<file path="src/rtl/ksa_sub_pipe.sv">
// Pipelined Kogge-Stone subtractor computing a - b - bin as a + ~b + ~bin.
// Every prefix level is registered, and a per-stage valid/ready chain lets the pipe stall and collapse bubbles.
module ksa_sub_pipe #(
  parameter int BITS   = 64,
  parameter int LEVELS = 6
) (
  input  logic            clk,
  input  logic            rst_n,
  input  logic            in_valid,
  output logic            in_ready,
  input  logic [BITS-1:0] in_a,
  input  logic [BITS-1:0] in_b,
  input  logic            in_bin,
  output logic            out_valid,
  input  logic            out_ready,
  output logic [BITS-1:0] out_diff,
  output logic            out_bout
);

  localparam int S = LEVELS + 2;

  function automatic logic [2*BITS-1:0] ks_level(input logic [BITS-1:0] g,
                                                 input logic [BITS-1:0] p,
                                                 input int span);
    logic [BITS-1:0] go;
    logic [BITS-1:0] po;
    go = g;
    po = p;
    for (int i = 0; i < BITS; i++) begin
      if (i >= span) begin
        go[i] = g[i] | (p[i] & g[i-span]);
        po[i] = p[i] & p[i-span];
      end
    end
    return {go, po};
  endfunction

  logic [S-1:0]    vld;
  logic [S-1:0]    vld_in;
  logic [S:0]      rdy;

  logic [BITS-1:0] h_p [LEVELS+1];
  logic [BITS-1:0] g_p [LEVELS+1];
  logic [BITS-1:0] p_p [LEVELS+1];
  logic [LEVELS:0] cin_p;

  logic [BITS-1:0] nb;
  logic [BITS-1:0] h0;
  logic [BITS-1:0] g0;

  // A stage can load when it is empty or its content moves on this cycle.
  always_comb begin
    logic r;
    r      = out_ready;
    rdy    = '0;
    rdy[S] = out_ready;
    for (int k = S - 1; k >= 0; k--) begin
      r      = !vld[k] || r;
      rdy[k] = r;
    end
  end

  assign vld_in    = {vld[S-2:0], in_valid};
  assign in_ready  = rdy[0] && rst_n;
  assign out_valid = vld[S-1];

  always_ff @(posedge clk) begin
    if (!rst_n) begin
      vld <= '0;
    end else begin
      for (int k = 0; k < S; k++) begin
        if (rdy[k]) vld[k] <= vld_in[k];
      end
    end
  end

  // Carry-in is folded into bit 0's generate, so every prefix G[i] spans [i:-1].
  always_comb begin
    nb    = ~in_b;
    h0    = in_a ^ nb;
    g0    = in_a & nb;
    g0[0] = g0[0] | (h0[0] & ~in_bin);
  end

  always_ff @(posedge clk) begin
    if (rdy[0] && in_valid) begin
      h_p[0]   <= h0;
      g_p[0]   <= g0;
      p_p[0]   <= h0;
      cin_p[0] <= ~in_bin;
    end
    for (int k = 1; k <= LEVELS; k++) begin
      if (rdy[k] && vld[k-1]) begin
        {g_p[k], p_p[k]} <= ks_level(g_p[k-1], p_p[k-1], 1 << (k - 1));
        h_p[k]           <= h_p[k-1];
        cin_p[k]         <= cin_p[k-1];
      end
    end
  end

  // Output stage: sum bits and borrow (inverted carry-out).
  always_ff @(posedge clk) begin
    if (!rst_n) begin
      out_diff <= '0;
      out_bout <= 1'b0;
    end else if (rdy[S-1] && vld[S-2]) begin
      out_diff <= h_p[LEVELS] ^ {g_p[LEVELS][BITS-2:0], cin_p[LEVELS]};
      out_bout <= ~g_p[LEVELS][BITS-1];
    end
  end

endmodule

</file>
<file path="config.mk">
export PLATFORM = sky130hd
export DESIGN_NAME = ksa_sub_pipe
export DESIGN_NICKNAME = d
export VERILOG_FILES = /design/src/rtl/ksa_sub_pipe.sv
export SDC_FILE = /design/constraint.sdc
export NUM_CORES = 1
export LEC_CHECK = 0
export CAP_MARGIN = 20
export CORE_ASPECT_RATIO = 1.25
export CORE_UTILIZATION = 60
export CTS_BUF_LIST = sky130_fd_sc_hd__clkbuf_8
export CTS_CLUSTER_SIZE = 12
export DETAILED_ROUTE_END_ITERATION = 7
export PLACE_DENSITY_LB_ADDON = 0.15
export SLEW_MARGIN = 20
export SYNTH_ARGS = -nofsm -noshare
export SYNTH_HDL_FRONTEND = slang
export SYNTH_SLANG_ARGS = --single-unit
</file>
<file path="constraint.sdc">
create_clock -name clk -period 35.9 [get_ports clk]
set_clock_uncertainty 0.15 [all_clocks]
set_input_delay 7.18 -clock clk [delete_from_list [all_inputs] [get_ports clk]]
set_output_delay 7.18 -clock clk [all_outputs]
set_load 0.05 [all_outputs]
</file>
==> results of run 1 <==
[worst register-to-register path, delay by kind of cell, from the launching register on]
kind	cells	cell delay [ns]
and+or+nand+nor	3	1.21
buffers and inverters	3	2.10
DFF	1	0.31
[flip-flops by register name, indices dropped and copies added, names as in the netlist]
register	cells
g_p	448
h_p	443
p_p	263
out_diff	64
vld	8
cin_p	7
out_bout	1
[worst min-delay path by stage]
stage	end	cells past startpoint
detailed placement	h_p[2][4]$_DFFE_PP_	0
CTS	h_p[5][39]$_DFFE_PP_	0
global route	h_p[5][39]$_DFFE_PP_	0
floorplan	cin_p[1]$_DFFE_PP_	0
finish	h_p[3][47]$_DFFE_PP_	0
global placement	h_p[3][63]$_DFFE_PP_	0
[cells in the mapped netlist]
cell	n
sky130_fd_sc_hd__and2_4	1
sky130_fd_sc_hd__buf_4	1
sky130_fd_sc_hd__o31ai_1	1
sky130_fd_sc_hd__edfxtp_1	1161
sky130_fd_sc_hd__and2b_1	1
sky130_fd_sc_hd__xnor2_1	64
sky130_fd_sc_hd__nor2b_1	5
sky130_fd_sc_hd__nor3_1	1
sky130_fd_sc_hd__and4b_1	1
sky130_fd_sc_hd__a21boi_0	3
sky130_fd_sc_hd__nand4b_1	1
sky130_fd_sc_hd__nand3_1	66
sky130_fd_sc_hd__dfxtp_1	73
sky130_fd_sc_hd__nor2_1	2
sky130_fd_sc_hd__a21o_1	322
sky130_fd_sc_hd__o21a_1	5
sky130_fd_sc_hd__a31oi_1	1
sky130_fd_sc_hd__and2_1	260
sky130_fd_sc_hd__buf_2	8
sky130_fd_sc_hd__buf_6	6
sky130_fd_sc_hd__ha_1	64
sky130_fd_sc_hd__inv_1	66
sky130_fd_sc_hd__nand2b_4	1
sky130_fd_sc_hd__nand2_1	4
sky130_fd_sc_hd__buf_1	3
sky130_fd_sc_hd__o211a_1	65
sky130_fd_sc_hd__clkbuf_1	12
[layer usage]
metal	up-vias	share of wire (%)	track usage [%]
met5	-	0	0
met4	0	2.2	7.44
met1	9594	41	27.9
met3	111	6.5	4.30
li1	9155	-	-
met2	664	50	35.6
[layout by cell type, fill, tap and decap left out, drive strengths merged, types with 2 or more instances in the layout]
master and n:
clkinv 57, clkdlybuf4s50 198, nand2 4, inv 128
nor2 2, and2 261, a21boi 3, o211a 65
nand3 66, clkinvlp 9, edfxtp 1161, bufinv 3
dfxtp 73, diode 2, o21a 5, ha 64
a21o 322, xnor2 64, clkbuf 173, buf 15
nor2b 5
[area by class of cell]
class / count / area share [%]
clock buffers: 173 / 4.81
repair buffers: 213 / 4.28
diodes: 2 / 0.0101
clock inverters: 131 / 1.33
inverters: 66 / 0.500
multi-input cells: 868 / 13.4
flip-flops and latches: 1234 / 73.3
well taps: 943 / 2.38
[power breakdown]
| part | switching [mW] | internal (mW) | leakage [nW] | total, mW |
|---|---|---|---|---|
| sequential | 0.0150 | 1.59 | 11.4 | 1.61 |
| combinational | 0.0279 | 0.0275 | 5.49 | 0.0555 |
| clock | 0.487 | 0.472 | 1.75 | 0.958 |
[cells by family after synthesis]
logic type / count (synthesis) / synth area share, %
DFF: 1234 / 83.9
AOI/OAI and AO/OA: 397 / 7.25
and+or+nand+nor: 343 / 4.77
adders and majority gates: 64 / 1.85
buffers and inverters: 96 / 0.968
xor gates and xnor gates: 64 / 1.29
[through the flow]
step,power [mW],area [µm²],hold WS (ns),cells,util (%)
6_report,2.62,49500,0.250,3630,69.7
5_1_grt,2.71,49500,0.247,3629,69.7
4_1_cts,2.65,49500,0.248,3628,69.7
3_5_place_dp,1.70,46500,0.255,3324,65.4
3_3_place_gp,1.69,46500,0.251,3324,65.4
2_1_floorplan,1.68,43300,0.250,2198,-
==> summary.json, run 1 <==
{
  "die_h_um": 302,
  "cap_violations": 0,
  "num_io_pins": 200,
  "first_pass_iters": 5,
  "slew_at_the_pin_closest_to_its_max_slew_limit_ns": 1.18,
  "final_min_period_over_clock_period_pct": 46.5,
  "slew_viol_final": 0,
  "cp-end-kind": "primary output",
  "cts_made_buffers": 172,
  "seq_area_mm2": 0.0363,
  "clockBufferDepth": 3,
  "worst_setup_path_startpoint": "out_ready",
  "critical-path-top-cell-by-count": "sky130_fd_sc_hd__clkdlybuf4s50_1",
  "synth-seq-cells": 1234,
  "tritoncts": "yes",
  "drt-total-wl_um": 76100,
  "hpwl_after_detailed_placement_um": 53300,
  "die_w_um": 242,
  "setup_violations": 0,
  "coreArea_mm2": 0.0711,
  "post_drt_via_cell_ratio": 5.38,
  "clk-insertion-delay-late_ns": 0.80,
  "reg2regPathDepth": 6,
  "drt-initial-drc-count": 1614,
  "postCtsResizedCells": 0,
  "number_of_setup_buffers_added_after_cts": 0,
  "maximum_vdd_ir_drop_v": 0.0000340,
  "capturing_instance_or_port_of_the_critical_path": "in_ready",
  "seq_area_frac_synth_pct": 83.9,
  "detailroute.via_count": 19524,
  "cp.buffers_inverters": 2,
  "crit_path_max_fanout": 4,
  "synthesis.nets": 2395,
  "clock_tree.htree_level_count": 4,
  "crit_path_cell_trace": "clkdlybuf4s50_1 -> nand4b_1 -> nor3_1 -> and2b_1 -> clkdlybuf4s50_1",
  "critical_path_required_ns": 28.57,
  "track_usage_pct": 21.2,
  "initial_core_util_pct": 61.0,
  "min_period_ns": 16.70,
  "port-buffer-count": 199,
  "ctsRootBufferMaster": "sky130_fd_sc_hd__clkbuf_8",
  "postSynthAreaPerCell_um2": 19.7,
  "hold_path_class": "flip-flop to flip-flop",
  "crit_type": "input pin to primary output",
  "netlist_instances": 2198,
  "timing.rr.start": "vld[6]$_SDFFE_PN0P_",
  "fillCellCount": 4543,
  "hold_bufs_inserted_after_cts": 0,
  "timing.critical_path.arrival_ns": 9.37,
  "yosys.cell_types.count": 27,
  "dp_slack_ns": 19.22,
  "critPathTopFamily": "buffers and inverters",
  "setup.worst_path.start_class": "input pin",
  "worst-r2r-setup-slack_ns": 31.67,
  "finalWeightedCongestion": 0.864,
  "yosys_warnings": 0,
  "average_wire_length_per_cell_after_detail_routing_um": 21.0,
  "fp.dieArea_mm2": 0.0733,
  "area_growth_pct": 14.4,
  "worst_path_max_delay_cell": "sky130_fd_sc_hd__clkdlybuf4s50_1",
  "antenna_found_initial": 4,
  "finalNetCount": 2752,
  "grt_first_pass_wirelength_um": 114000,
  "setup_slack_ns": 19.20,
  "fmax_mhz": 59.9,
  "multi_input_area_mm2": 0.00662,
  "vias_in_the_first_global_route": 19700,
  "placementRows": 109,
  "syn-cell-area_mm2": 0.0433,
  "synthDominantAreaCellType": "sky130_fd_sc_hd__edfxtp_1",
  "grt_max_degree": 172,
  "grt.overflow.total": 0,
  "worst_path_largest_cell_delay_ns": 0.69,
  "setup-tns-final_ns": 0,
  "ant_nets": 0,
  "cts_num_sinks": 1234,
  "min_from": "h_p[2][47]$_DFFE_PP_",
  "slew_headroom_pct": 21.2,
  "drc": 0,
  "ys_top_cells_by_area": "sky130_fd_sc_hd__edfxtp_1, sky130_fd_sc_hd__a21o_1, sky130_fd_sc_hd__and2_1",
  "synthDominantCellAreaShare_pct": 80.5,
  "status": "complete, no violations",
  "critical_path_depth": 5,
  "cellLeakagePower_nw": 18.6,
  "crit-reg2reg-capture": "g_p[147]$_DFFE_PP_",
  "powerDensity_mw_per_mm2": 52.9,
  "clock_edge_transition_at_the_registers_on_the_reported_setup_and_hold_paths_ns": 0.06,
  "final_layout_size_suffix_gt1_share_pct": 8.68,
  "rsz_0062_raised_after_global_routing": "no",
  "final-hold-violation-count": 0
}
Power figures use the tool's default switching activity.
==> run 2: changes to the inputs <==
Clock period 35.9 ns to 16 ns, I/O delays scaled along.
==> run 2 against run 1 <==
Net effect: die area unchanged; register-to-register slack got worse by 20 ns; highest routed layer unchanged; final cell count increased by 0.25%; global-route usage about the same; via count about the same; clock-buffer cell count increased by 3; worst hold slack improved by 0.0012 ns; critical path type unchanged; largest cell class unchanged.
==> summary.json, run 2 (synthesis gave the netlist of run 1 again) <==
{
  "final_min_period_over_clock_period_pct": 54.8,
  "postCtsResizedCells": {"value": 0, "change": "unchanged"},
  "grt_first_pass_wirelength": {"value": 114000, "unit": "µm", "change": "about the same"},
  "largest_register": "g_p",
  "grt.overflow.total": {"value": 0, "change": "unchanged"},
  "clk-insertion-delay-late": {"value": 0.81, "unit": "ns", "change": "about the same"},
  "final-hold-violation-count": {"value": 0, "change": "unchanged"},
  "cts_made_buffers": {"value": 172, "change": "unchanged"},
  "detailed_place.area": {"value": 0.0465, "unit": "mm²", "change": "about the same"},
  "antenna_found_initial": {"value": 2, "change": "-2"},
  "average_wire_length_per_cell_after_detail_routing": {"value": 20.9, "unit": "µm", "change": "-0.32%"},
  "drt-initial-drc-count": {"value": 1772, "change": "+9.8%"},
  "biggestRegsByFlops": "g_p x448, h_p x443, p_p x263",
  "port-buffer-count": {"value": 199, "change": "unchanged"},
  "final_layout_size_suffix_gt1_share": {"value": 8.50, "unit": "%", "change": "-0.17 points"},
  "die_w": {"value": 242, "unit": "µm", "change": "unchanged"},
  "fillCellCount": {"value": 4541, "change": "-0.044%"},
  "most_frequent_standard_cell_in_the_layout_excluding_fill_and_tap_cells": "sky130_fd_sc_hd__edfxtp_1",
  "first_pass_iters": {"value": 5, "change": "unchanged"},
  "slew_at_the_pin_closest_to_its_max_slew_limit": {"value": 1.20, "unit": "ns", "change": "+0.0159 ns"},
  "number_of_setup_buffers_added_after_cts": {"value": 0, "change": "unchanged"},
  "area_growth": {"value": 14.4, "unit": "%", "change": "about the same"},
  "die_h": {"value": 302, "unit": "µm", "change": "unchanged"},
  "hpwl_after_detailed_placement": {"value": 53700, "unit": "µm", "change": "+0.71%"},
  "hold_path_class": "flip-flop to flip-flop",
  "multi_input_area": {"value": 0.00662, "unit": "mm²", "change": "unchanged"},
  "slew_headroom": {"value": 20.1, "unit": "%", "change": "-1.1 points"},
  "dp_slack": {"value": 7.25, "unit": "ns", "change": "-11.97 ns"},
  "cts_num_sinks": {"value": 1234, "change": "unchanged"},
  "numPlacedInstances": {"value": 3323, "change": "-0.030%"},
  "finalNetCount": {"value": 2751, "change": "-0.036%"},
  "drt-total-wl": {"value": 76000, "unit": "µm", "change": "about the same"},
  "timing.critical_path.arrival": {"value": 5.42, "unit": "ns", "change": "-3.95 ns"},
  "fin_cells": {"value": 3639, "change": "+0.25%"},
  "crit_path_max_fanout": {"value": 4, "change": "unchanged"},
  "powerDensity": {"value": 118, "unit": "mW/mm²", "change": "+120%"},
  "ant_nets": {"value": 0, "change": "unchanged"},
  "crit_type": "input pin to primary output",
  "grt_max_degree": {"value": 178, "change": "+3.5%"},
  "maximum_vdd_ir_drop": {"value": 0.0000753, "unit": "V", "change": "+120%"},
  "track_usage": {"value": 21.2, "unit": "%", "change": "about the same"},
  "cellLeakagePower": {"value": 18.7, "unit": "nW", "change": "+0.12%"},
  "fp.dieArea": {"value": 0.0733, "unit": "mm²", "change": "unchanged"},
  "fmax_mhz": 114,
  "setup_slack": {"value": 7.23, "unit": "ns", "change": "-11.97 ns"},
  "detailroute.via_count": {"value": 19512, "change": "-0.061%"},
  "tritoncts": "yes",
  "finalWeightedCongestion": {"value": 0.873, "change": "+0.98%"},
  "num_io_pins": {"value": 200, "change": "unchanged"},
  "rsz_0062_raised_after_global_routing": "no",
  "hold_bufs_inserted_after_cts": {"value": 0, "change": "unchanged"},
  "largest_reg_flops": {"value": 448, "change": "unchanged"},
  "coreArea": {"value": 0.0711, "unit": "mm²", "change": "unchanged"},
  "cp-end-kind": "primary output",
  "clock_tree.htree_level_count": {"value": 4, "change": "unchanged"},
  "seq_area": {"value": 0.0363, "unit": "mm²", "change": "unchanged"},
  "setup_violations": {"value": 0, "change": "unchanged"},
  "post_drt_via_cell_ratio": {"value": 5.36, "change": "-0.31%"},
  "slew_viol_final": {"value": 0, "change": "unchanged"},
  "min_period_ns": 8.77,
  "cap_violations": {"value": 0, "change": "unchanged"},
  "drc": {"value": 0, "change": "unchanged"},
  "layout.cells.most_common_list": "sky130_fd_sc_hd__edfxtp_1, sky130_fd_sc_hd__a21o_1, sky130_fd_sc_hd__and2_1, sky130_fd_sc_hd__clkdlybuf4s50_1, sky130_fd_sc_hd__clkbuf_8",
  "setup.worst_path.start_class": "input pin",
  "clock_edge_transition_at_the_registers_on_the_reported_setup_and_hold_paths": {"value": 0.06, "unit": "ns", "change": "about the same"},
  "critical_path_required": {"value": 12.65, "unit": "ns", "change": "-15.92 ns"},
  "placementRows": {"value": 109, "change": "unchanged"},
  "vias_in_the_first_global_route": {"value": 19718, "change": "+0.091%"},
  "clockBufferDepth": {"value": 3, "change": "unchanged"},
  "status": "complete, no violations",
  "setup-tns-final": {"value": 0, "unit": "ns", "change": "unchanged"},
  "post-route-cell-area": {"value": 0.0496, "unit": "mm²", "change": "about the same"},
  "ctsRootBufferMaster": "sky130_fd_sc_hd__clkbuf_8",
  "initial_core_util": {"value": 61.0, "unit": "%", "change": "unchanged"}
}
==> run 2: cell types whose count changed in the layout (fill, tap and decap cells not counted), sizes merged <==
cell,previous run,this run
clkinv,57,62
inv,128,133
clkbuf,173,176
bufinv,3,1
clkinvlp,9,7
buf,15,14
diode,2,3
==> run 2: cell type report <==
| type | instances | area share, % |
|---|---|---|
| well taps | 943 | 2.38 |
| repair buffers | 212 | 4.31 |
| diodes | 3 | 0.0151 |
| clock inverters | 137 | 1.26 |
| flip-flops and latches | 1234 | 73.3 |
| multi-input cells | 868 | 13.4 |
| inverters | 66 | 0.500 |
| clock buffers | 176 | 4.89 |
==> run 2: worst max-delay path, stage by stage <==
cell	delay [ns]
sky130_fd_sc_hd__clkdlybuf4s50_1	0.46
sky130_fd_sc_hd__nand4b_1	0.27
sky130_fd_sc_hd__nor3_1	0.54
sky130_fd_sc_hd__and2b_1	0.25
sky130_fd_sc_hd__clkdlybuf4s50_1	0.69
==> run 2: layer usage <==
metal  up-vias  part of all wire, %  GRT usage, %
met5         -                    0             0
met4         0                  2.1          7.41
met3       115                  6.4          3.95
met2       673                   50          35.8
met1      9563                   41          28.0
li1       9161                    -             -
==> run 2: path summary, 6_finish.rpt <==
check,startpoint,to,slack [ns],cells past startpoint
worst max-delay path,out_ready,in_ready,7.23,5
worst min register to register,h_p[1][49]$_DFFE_PP_,h_p[2][49]$_DFFE_PP_,0.25,0
worst max register to register,vld[6]$_SDFFE_PN0P_,p_p[192]$_DFFE_PP_,11.51,6
worst min-delay path,h_p[1][49]$_DFFE_PP_,h_p[2][49]$_DFFE_PP_,0.25,0
==> run 2: through the flow <==
step                power, mW  hold slack [ns]  util [%]
global placement         3.80            0.252      65.4
CTS                      5.92            0.254      69.7
finish                   5.86            0.251      69.8
global route             6.07            0.261      69.8
floorplan                3.75            0.250         -
detailed placement       3.81            0.255      65.5
==> run 2: where the power goes <==
group / switching, mW / internal, mW / total, mW
registers: 0.0331 / 3.58 / 3.61
clock network: 1.09 / 1.04 / 2.13
logic: 0.0623 / 0.0619 / 0.124
total: 1.18 / 4.68 / 5.86
==> run 3: changes to the inputs <==
Clock period 16 ns to 8.4 ns, I/O delays scaled along.
==> run 3 against run 2 <==
Net effect: combinational power rose by 92%; first-iteration DRC count fell by 13%; worst hold slack improved by 0.0094 ns; non-clock buffer count did not move; total power rose by 91%; sequential power rose by 91%; setup slack got worse by 4.5 ns; final cell count fell by 0.55%; critical path type unchanged; critical endpoint unchanged; largest power group unchanged; highest routed layer is now met5.
==> summary.json, run 3 (synthesis gave the netlist of run 1 again) <==
{
  "port-buffer-count": {"value": 199, "change": "unchanged"},
  "initial_core_util": {"value": 61.0, "unit": "%", "change": "unchanged"},
  "global_route.usage.met3": {"value": 4.37, "unit": "%", "change": "+0.43 points"},
  "antenna_found_initial": {"value": 8, "change": "+6"},
  "fmax_mhz": 177,
  "slew_viol_final": {"value": 0, "change": "unchanged"},
  "num_io_pins": {"value": 200, "change": "unchanged"},
  "biggestRegsByFlops": "g_p x448, h_p x443, p_p x263",
  "rsz_0062_raised_after_global_routing": "no",
  "clock_edge_transition_at_the_registers_on_the_reported_setup_and_hold_paths": {"value": 0.06, "unit": "ns", "change": "about the same"},
  "largest_register": "g_p",
  "grt.met1_usage": {"value": 28.7, "unit": "%", "change": "+0.67 points"},
  "detailroute.via_count": {"value": 19439, "change": "-0.37%"},
  "final_min_period_over_clock_period_pct": 67.4,
  "final-hold-violation-count": {"value": 0, "change": "unchanged"},
  "ant_nets": {"value": 0, "change": "unchanged"},
  "finalWeightedCongestion": {"value": 0.896, "change": "+2.6%"},
  "track_usage": {"value": 21.3, "unit": "%", "change": "+0.057 points"},
  "number_of_setup_buffers_added_after_cts": {"value": 0, "change": "unchanged"},
  "most_frequent_standard_cell_in_the_layout_excluding_fill_and_tap_cells": "sky130_fd_sc_hd__edfxtp_1",
  "hold_path_class": "flip-flop to flip-flop",
  "postCtsResizedCells": {"value": 0, "change": "unchanged"},
  "post_drt_via_cell_ratio": {"value": 5.37, "change": "+0.18%"},
  "worst_path_max_delay_cell": "sky130_fd_sc_hd__clkdlybuf4s50_1",
  "grt_max_degree": {"value": 178, "change": "unchanged"},
  "crit_type": "input pin to primary output",
  "drc": {"value": 0, "change": "unchanged"},
  "min_period_ns": 5.66,
  "placementRows": {"value": 109, "change": "unchanged"},
  "crit_path_max_fanout": {"value": 4, "change": "unchanged"},
  "hpwl_after_detailed_placement": {"value": 53500, "unit": "µm", "change": "-0.38%"},
  "setup.worst_path.start_class": "input pin",
  "critPathTopFamily": "buffers and inverters",
  "drt-initial-drc-count": {"value": 1540, "change": "-13%"},
  "ctsRootBufferMaster": "sky130_fd_sc_hd__clkbuf_8",
  "average_wire_length_per_cell_after_detail_routing": {"value": 21.0, "unit": "µm", "change": "+0.54%"},
  "die_h": {"value": 302, "unit": "µm", "change": "unchanged"},
  "cap_violations": {"value": 0, "change": "unchanged"},
  "vias_in_the_first_global_route": {"value": 19692, "change": "-0.13%"},
  "largest_reg_flops": {"value": 448, "change": "unchanged"},
  "finalNetCount": {"value": 2748, "change": "-0.11%"},
  "layout.cells.most_common_list": "sky130_fd_sc_hd__edfxtp_1, sky130_fd_sc_hd__a21o_1, sky130_fd_sc_hd__and2_1, sky130_fd_sc_hd__clkdlybuf4s50_1, sky130_fd_sc_hd__clkbuf_8",
  "drt-total-wl": {"value": 76000, "unit": "µm", "change": "about the same"},
  "coreArea": {"value": 0.0711, "unit": "mm²", "change": "unchanged"},
  "area_growth_pct": 14.3,
  "setup-tns-final": {"value": 0, "unit": "ns", "change": "unchanged"},
  "clock_tree.htree_level_count": {"value": 4, "change": "unchanged"},
  "crit_path_cell_trace": "clkdlybuf4s50_1 -> nand4b_1 -> nor3_1 -> and2b_1 -> clkdlybuf4s50_1",
  "status": "complete, no violations",
  "fp.dieArea": {"value": 0.0733, "unit": "mm²", "change": "unchanged"},
  "final_layout_size_suffix_gt1_share": {"value": 8.52, "unit": "%", "change": "+0.020 points"},
  "cp.buffers_inverters": {"value": 2, "change": "unchanged"},
  "grt_first_pass_wirelength": {"value": 115000, "unit": "µm", "change": "+0.57%"},
  "critical-path-top-cell-by-count": "sky130_fd_sc_hd__clkdlybuf4s50_1",
  "cp-end-kind": "primary output",
  "tritoncts": "yes",
  "fillCellCount": {"value": 4488, "change": "-1.2%"},
  "die_w": {"value": 242, "unit": "µm", "change": "unchanged"},
  "powerDensity": {"value": 226, "unit": "mW/mm²", "change": "+91%"},
  "worst_path_largest_cell_delay": {"value": 0.69, "unit": "ns", "change": "about the same"},
  "timing.critical_path.arrival": {"value": 3.83, "unit": "ns", "change": "-1.59 ns"},
  "dp_slack": {"value": 2.74, "unit": "ns", "change": "-4.51 ns"},
  "hold_bufs_inserted_after_cts": {"value": 0, "change": "unchanged"},
  "maximum_vdd_ir_drop": {"value": 0.000152, "unit": "V", "change": "+100%"},
  "clk-insertion-delay-late": {"value": 0.81, "unit": "ns", "change": "about the same"},
  "routing_usage_on_met2": {"value": 35.1, "unit": "%", "change": "-0.72 points"},
  "slew_at_the_pin_closest_to_its_max_slew_limit": {"value": 1.16, "unit": "ns", "change": "-0.0402 ns"},
  "cellLeakagePower": {"value": 18.6, "unit": "nW", "change": "about the same"},
  "grt.busiest_layer": "met2",
  "first_pass_iters": {"value": 5, "change": "unchanged"},
  "cts_num_sinks": {"value": 1234, "change": "unchanged"},
  "setup_slack": {"value": 2.74, "unit": "ns", "change": "-4.50 ns"},
  "setup_violations": {"value": 0, "change": "unchanged"},
  "grt.overflow.total": {"value": 0, "change": "unchanged"},
  "slew_headroom": {"value": 22.8, "unit": "%", "change": "+2.7 points"},
  "critical_path_required": {"value": 6.57, "unit": "ns", "change": "-6.08 ns"},
  "clockBufferDepth": {"value": 3, "change": "unchanged"},
  "cts_made_buffers": {"value": 169, "change": "-1.7%"}
}
[run 3: layout make-up]
type                            count  area [µm²]  area share, %
Tap cell                          943        1180           2.38
Sequential cell                  1234       36300           73.4
Multi-Input combinational cell    868        6620           13.4
Clock buffer                      175        2410           4.86
Timing Repair Buffer              212        2140           4.32
Antenna cell                        1        2.50        0.00505
Inverter                           66         248          0.500
Clock inverter                    120         592           1.20
[run 3: path summary, 6_finish.rpt]
| kind | start | endpoint | slack, ns | depth (start not counted) |
|---|---|---|---|---|
| hold reg to reg | h_p[5][19]$_DFFE_PP_ | h_p[6][19]$_DFFE_PP_ | 0.26 | 0 |
| hold / removal | h_p[5][19]$_DFFE_PP_ | h_p[6][19]$_DFFE_PP_ | 0.26 | 0 |
| setup reg to reg | vld[7]$_SDFFE_PN0P_ | h_p[0][9]$_DFFE_PP_ | 5.07 | 5 |
| setup / recovery | out_ready | in_ready | 2.74 | 5 |
[run 3: power by group]
| group | switching (mW) | internal, mW |
|---|---|---|
| Sequential | 0.0649 | 6.81 |
| Clock | 2.07 | 2.00 |
| Combinational | 0.119 | 0.118 |
| Total | 2.25 | 8.93 |
[run 3: per-layer routing]
layer / vias to the layer above / share of wire [%]
li1: 9129 / -
met1: 9584 / 42
met2: 623 / 50
met3: 101 / 6.2
met4: 2 / 2.0
met5: - / 0.030
[run 3: metrics by stage]
step                      total power, mW  area, µm²  instances  utilization (%)  hold WS [ns]
final                                11.2      49500       3619             69.7         0.261
after floorplan                      7.13      43300       2198                -         0.250
after global routing                 11.6      49500       3619             69.7         0.263
after global placement               7.24      46500       3323             65.5         0.252
after detailed placement             7.25      46500       3323             65.5         0.255
after CTS                            11.3      49500       3618             69.7         0.260
